--- config.mk ---
export PLATFORM = sky130hd
export DESIGN_NAME = control_input_gate
export DESIGN_NICKNAME = d
export VERILOG_FILES = /design/src/rtl/control_input_gate.sv
export SDC_FILE = /design/constraint.sdc
export NUM_CORES = 1
export LEC_CHECK = 0
export CAP_MARGIN = 20
export CORE_MARGIN = 4
export CORE_UTILIZATION = 39
export DETAILED_ROUTE_END_ITERATION = 8
export PLACE_DENSITY_LB_ADDON = 0.05
export SLEW_MARGIN = 20
export SYNTH_ARGS = -nofsm -noshare
export SYNTH_HDL_FRONTEND = slang
export SYNTH_SLANG_ARGS = --single-unit
--- constraint.sdc ---
create_clock -name clk -period 1.8 [get_ports clk]
set_input_delay 0.36 -clock clk [delete_from_list [all_inputs] [get_ports clk]]
set_output_delay 0.36 -clock clk [all_outputs]
set_load 0.05 [all_outputs]
--- src/rtl/control_input_gate.sv ---
// Pointer gate between the PS/2 mouse decoder and the game core: holds home in IDLE, clamps and tracks in RUN.
// Latency: an accepted sample appears on x_out/y_out one clock later, with upd pulsing in that same cycle.
// No backpressure: every in_valid sample seen while RUN is accepted; samples seen in other states are dropped.
// Optional: define CONTROL_INPUT_SLEW_LIMIT_EN to limit per-sample movement to STEP_MAX per axis.
module control_input_gate #(
  parameter int X_W      = 10,
  parameter int Y_W      = 9,
  parameter int X_HOME   = 0,
  parameter int Y_HOME   = 240,
  parameter int X_MAX    = 639,
  parameter int Y_MAX    = 479,
  parameter int STEP_MAX = 8
) (
  input  logic           clk,
  input  logic           reset,
  input  logic           start,
  input  logic           pause,
  input  logic           gameover,
  input  logic           restart,
  input  logic           in_valid,
  input  logic [X_W-1:0] x_in,
  input  logic [Y_W-1:0] y_in,
  output logic [X_W-1:0] x_out,
  output logic [Y_W-1:0] y_out,
  output logic           upd,
  output logic [1:0]     state
);

  typedef enum logic [1:0] {
    IDLE  = 2'd0,
    RUN   = 2'd1,
    PAUSE = 2'd2,
    OVER  = 2'd3
  } state_t;

  // Constants sized to the coordinate buses so every compare and add is width-matched.
  localparam logic [X_W-1:0] X_HOME_C = X_W'(X_HOME);
  localparam logic [Y_W-1:0] Y_HOME_C = Y_W'(Y_HOME);
  localparam logic [X_W-1:0] X_MAX_C  = X_W'(X_MAX);
  localparam logic [Y_W-1:0] Y_MAX_C  = Y_W'(Y_MAX);

  // Step limits carry one extra bit so they compare directly against the signed differences.
  localparam logic signed [X_W:0] X_STEP = (X_W+1)'(STEP_MAX);
  localparam logic signed [Y_W:0] Y_STEP = (Y_W+1)'(STEP_MAX);

`ifdef CONTROL_INPUT_SLEW_LIMIT_EN
  localparam logic SLEW_ON = 1'b1;
`else
  localparam logic SLEW_ON = 1'b0;
`endif

  state_t         state_q;
  state_t         state_d;
  logic [X_W-1:0] x_q;
  logic [Y_W-1:0] y_q;
  logic           upd_q;

  logic           accept;
  logic           reload;
  logic [X_W-1:0] xc;
  logic [Y_W-1:0] yc;
  logic signed [X_W:0] dx;
  logic signed [Y_W:0] dy;
  logic [X_W-1:0] x_slew;
  logic [Y_W-1:0] y_slew;
  logic [X_W-1:0] x_next;
  logic [Y_W-1:0] y_next;

  // Next-state logic; first-listed condition wins within each state.
  always_comb begin
    state_d = state_q;
    case (state_q)
      IDLE: begin
        if (start) state_d = RUN;
      end
      RUN: begin
        if (gameover)   state_d = OVER;
        else if (pause) state_d = PAUSE;
      end
      PAUSE: begin
        if (gameover)    state_d = OVER;
        else if (!pause) state_d = RUN;
      end
      OVER: begin
        if (restart) state_d = IDLE;
      end
      default: state_d = IDLE;
    endcase
  end

  // Acceptance looks only at the current state, so the exit cycle from RUN still takes a sample
  // and the IDLE->RUN cycle does not.
  always_comb begin
    accept = (state_q == RUN) && in_valid;
    reload = (state_q == OVER) && restart;
  end

  // Clamp raw coordinates to the visible screen; inputs are unsigned so only the top needs limiting.
  always_comb begin
    xc = (x_in > X_MAX_C) ? X_MAX_C : x_in;
    yc = (y_in > Y_MAX_C) ? Y_MAX_C : y_in;
  end

  // Slew-limited candidate: move toward the clamped target by at most the step on each axis.
  // The target is in range and we never step past it, so the result also stays in range.
  always_comb begin
    dx = $signed({1'b0, xc}) - $signed({1'b0, x_q});
    dy = $signed({1'b0, yc}) - $signed({1'b0, y_q});

    x_slew = xc;
    if (dx > X_STEP)
      x_slew = x_q + X_STEP[X_W-1:0];
    else if (dx < -X_STEP)
      x_slew = x_q - X_STEP[X_W-1:0];

    y_slew = yc;
    if (dy > Y_STEP)
      y_slew = y_q + Y_STEP[Y_W-1:0];
    else if (dy < -Y_STEP)
      y_slew = y_q - Y_STEP[Y_W-1:0];
  end

  // Select the value loaded by an accepted sample: slewed or direct clamped target.
  always_comb begin
    x_next = SLEW_ON ? x_slew : xc;
    y_next = SLEW_ON ? y_slew : yc;
  end

  // State register; reset dominates everything.
  always_ff @(posedge clk) begin
    if (reset) state_q <= IDLE;
    else       state_q <= state_d;
  end

  // Position and update-pulse registers; restart from OVER reloads home on the same edge.
  always_ff @(posedge clk) begin
    if (reset) begin
      x_q   <= X_HOME_C;
      y_q   <= Y_HOME_C;
      upd_q <= 1'b0;
    end else begin
      upd_q <= accept;
      if (reload) begin
        x_q <= X_HOME_C;
        y_q <= Y_HOME_C;
      end else if (accept) begin
        x_q <= x_next;
        y_q <= y_next;
      end
    end
  end

  assign x_out = x_q;
  assign y_out = y_q;
  assign upd   = upd_q;
  assign state = state_q;

endmodule
---- Yosys cells after proc, flatten, opt, wreduce, memory -nomap -nowiden ----
Index checks and enable logic that the tools add are counted.
operators by class
  multiplexer cells ....................... 9
  shifts and indexed selects .............. 0
  reductions and logical operators ........ 5
  $lt $le $gt $ge ......................... 2
  multiply operators ...................... 0
  divide/modulo/power cells ............... 0
  equal/unequal tests ..................... 7
  bitwise logic cells ..................... 0
  $add $sub $neg .......................... 0
operators with widths
  cell                                           number
  2-to-1 mux 2 bit                               6
  > comparator 10 bit, second input constant     1
  2-to-1 mux 10 bit                              1
  > comparator 9 bit, second input constant      1
  2-to-1 mux 9 bit                               1
  case mux 2 bit (4 select lines)                1
  != test 3 bit, second input constant           2
  == test 2 bit, second input constant           2
  != test 2 bit, second input constant           2
  AND reduction 4 bit                            1
  == test 2 x 1 -> 1 bit, second input constant  1
  logical AND 1 bit                              2
  zero test 2 bit                                1
  OR reduction 2 bit                             1
word-level totals
  bits in registers ....................... 22
  bits in writable memories ............... 0
  input port bits ......................... 26
  memories kept ........................... 0
  memory bits (read-only) ................. 0
  output and inout bits ................... 22
  latch bits .............................. 0

---- Depth between registers and ports, before layout ----
  depth in word-level cells ............... 3
  gate-level depth with buffers ........... 5

---- Worst setup path before layout ----
OpenSTA, ideal clock, no wires.
  kind .................................... register to register
  start ................................... register state_q[0], in the netlist state[0]
  end ..................................... register y_q[0], in the netlist y_out[0]
  data required time ...................... 1.681 ns
  clock period less this slack ............ 1.573 ns
  slack ................................... 0.227 ns
  buffers on the path ..................... 2
  arrival ................................. 1.455 ns
  cell stages (with the launch flop) ...... 6
  library setup time ...................... 0.119 ns
  cell sequence ........................... dfxtp_1 -> buf_4 -> and3b_2 -> buf_6 -> nand2_4 -> o221a_1
on the way
  cells in the longest elaborated chain, start to end .. 3
RTL lines
  element                       line  source
  from (decl)                   52    state_t state_q;
  from (signal assigned)        132   else state_q <= state_d;
  == test 2 bit                 95    reload = (state_q == OVER) && restart;
  logical AND 1 bit             95
  OR reduction 2 bit (no line)  n/a
  to (signal assigned)          148   y_q <= y_next;
  to (decl)                     55    logic [Y_W-1:0] y_q;
Several ways; a longest one is shown, not always the timed one.
A chain may end at the register's enable or synchronous reset.

---- Worst setup path in the final report ----
  start ................................... register state_q[0], in the netlist state[0]
  end ..................................... output state[0]
RTL lines
  element    line  source
  to (decl)  26    output logic [1:0] state
No word-level cell between the ends.

==> results.yml <==
outcome:
  status: "completed"
synth:
  synth_nets: 106
  synth.largest_area_cell: "dfxtp_1"
  synth_common_cells: "22 x dfxtp_1, 13 x nand2_1, 11 x o221a_1"
  synth_edf_count: 0
  ys_seq_elements: 22
  synth_cells: 80
  ys_types: 23
  ys_seq_area_share_pct: 52.4
  yosysMostFrequentCell: "dfxtp_1"
  syn_area_um2: 841
  synth_top_area_share_pct: 52.4
  yosysWarnings: 0
  async_flop_share_pct: 0
  synth.avg_cell_area_um2: 10.5
  ys.flop_type: "dfxtp_1"
  synth_area_leaders: "dfxtp_1 52%, o221a_1 15%, nand2_1 5.8%"
global_route:
  grt-ovfl-total: 0
  antenna_found_initial: 0
  grt_usage_pct: 15.7
  grt_max_degree: 15
  grt_pass1_wl_mm: 3.46
  grt_pass1_vias: 810
power_and_ir_drop:
  total_power_mw: 1.20
  irDropWorstVdd_uv: 576
  leakagePower_nw: 0.534
  p_per_area_mw_per_mm2: 907
timing:
  rsz0062_at_grt: "false"
  max_freq_mhz: 711
  slew-limit-headroom_pct: 76.0
  layout_min_cycle_time_ns: 1.41
  slew_violations: 0
  finalSetupTns_ns: 0
  fin_crit_sh_pct: 78.1
  hold_viol: 0
  tightestPinTransition_ns: 0.358
  skew_ns: 0.00479
  setup_viol: 0
die:
  coreArea_mm2: 0.00200
  die_area_mm2: 0.00296
  die_h_um: 54.4
  initial_core_util_pct: 42.0
  num_rows: 16
  die_w_um: 54.4
  ios: 48
clock_tree:
  clockRootBuffer: "clkbuf_4"
  ctsResizeCount: 0
  holdBufCountCts: 0
  clk_latency_ns: 0.29
  clk_pin_slew_ns: 0.12
  cts_buffer_depth: 2
  cts_made_buffers: 3
  cts.htree.levels: 1
  tritoncts: "yes"
  clock_sinks: 22
  cts_setup_buffers: 0
setup_path:
  arrival_ns: 1.05
  critPathTopFamily: "flip-flops"
  cp.required_ns: 1.44
  path_cells: "buf_4"
  crit_buf_inv: 1
  critPathKind: "reg2out"
  endpoint_kind: "output pin"
  cp-start-kind: "flip-flop"
  slowest_delay_ns: 0.50
  worst-path-max-fanout: 9
  critPathSlowestCell: "dfxtp_1"
routing:
  final_antenna_net_count: 0
  via_count: 795
  via_per_inst: 5.03
  drt-total-wl_mm: 2.08
  drtIter0Drc: 10
  first_pass_iters: 4
  drc_errors: 0
  wl_per_cell_um: 13.1
cells_and_area:
  diodes: 0
  area_growth_pct: 57.1
  layout-drive-gt1-share_pct: 26.0
  fin_nets: 158
  final_core_util_pct: 66.0
place:
  gp_congestion: 0.766
  dp_hpwl_mm: 1.65
  port_buffers: 47
flow_run:
  drv_cap: 0
min_path:
  hold_class: "reg2reg"
path summary, 6_finish.rpt:
| kind | endpoint | start | slack (ns) | depth (start not counted) |
|---|---|---|---|---|
| worst min-delay path | y_out[8] | y_out[8] | 0.47 | 2 |
| worst min register to register | y_out[8] | y_out[8] | 0.47 | 2 |
| worst max-delay path | state[0] | state[0] | 0.39 | 1 |
| worst max register to register | y_out[1] | state[0] | 0.47 | 4 |
through the flow:
step | cell area [um^2] | cells | hold WS, ns | setup WS, ns
2_1_floorplan | 841 | 80 | 0.429 | 0.227
3_3_place_gp | 1280 | 154 | 0.446 | 0.190
3_5_place_dp | 1280 | 154 | 0.456 | 0.155
4_1_cts | 1320 | 158 | 0.473 | 0.376
5_1_grt | 1320 | 158 | 0.500 | 0.327
6_report | 1320 | 158 | 0.465 | 0.394
cell usage in the layout (no fill, tap or decap), drive strengths merged:
| cell type | instances |
|---|---|
| a21oi | 6 |
| a22oi | 1 |
| a31o | 1 |
| a31oi | 2 |
| and2b | 1 |
| and3b | 1 |
| buf | 26 |
| clkbuf | 4 |
| clkdlybuf4s50 | 25 |
| dfxtp | 22 |
| nand2 | 14 |
| nand2b | 1 |
| nand3 | 3 |
| nand3b | 4 |
| nand4 | 1 |
| nor2 | 3 |
| nor2b | 1 |
| nor3b | 1 |
| o21ai | 2 |
| o221a | 11 |
| o22ai | 1 |
layer usage:
| layer | GRT usage [%] | share of wire, % | vias to the layer above |
|---|---|---|---|
| met2 | 27.5 | 48 | 27 |
| met3 | 3.00 | 7.1 | 2 |
| met1 | 19.3 | 44 | 361 |
| li1 | - | - | 405 |
| met5 | 0 | 0 | - |
| met4 | 4.98 | 0.63 | 0 |
registers in the layout (all words and copies together), names as in the netlist:
name	flops
x_out	10
upd	1
state	2
y_out	9
power by group:
group	total [mW]	leakage [nW]	switching, mW	internal (mW)
clock	0.263	0.0210	0.140	0.123
sequential	0.559	0.180	0.0306	0.528
combinational	0.376	0.333	0.224	0.153
area by class of cell:
type | instances | area (um^2)
Sequential cell | 22 | 440
Multi-Input combinational cell | 54 | 365
Fill cell | 170 | 681
Clock buffer | 4 | 36.3
Timing Repair Buffer | 51 | 445
Tap cell | 27 | 33.8
cell families after synthesis:
group	Yosys count	synth area share (%)
AOI/OAI and AO/OA	24	24.4
and+or+nand+nor	30	19.0
buffers and inverters	4	4.17
DFF	22	52.4
worst min-delay path, delay by kind of cell, from the launching register on:
kind / cells / cell delay [ns]
flops: 1 / 0.33
simple gates: 1 / 0.05
compound gates: 1 / 0.05
No activity file was read; power rests on OpenSTA's default activity.
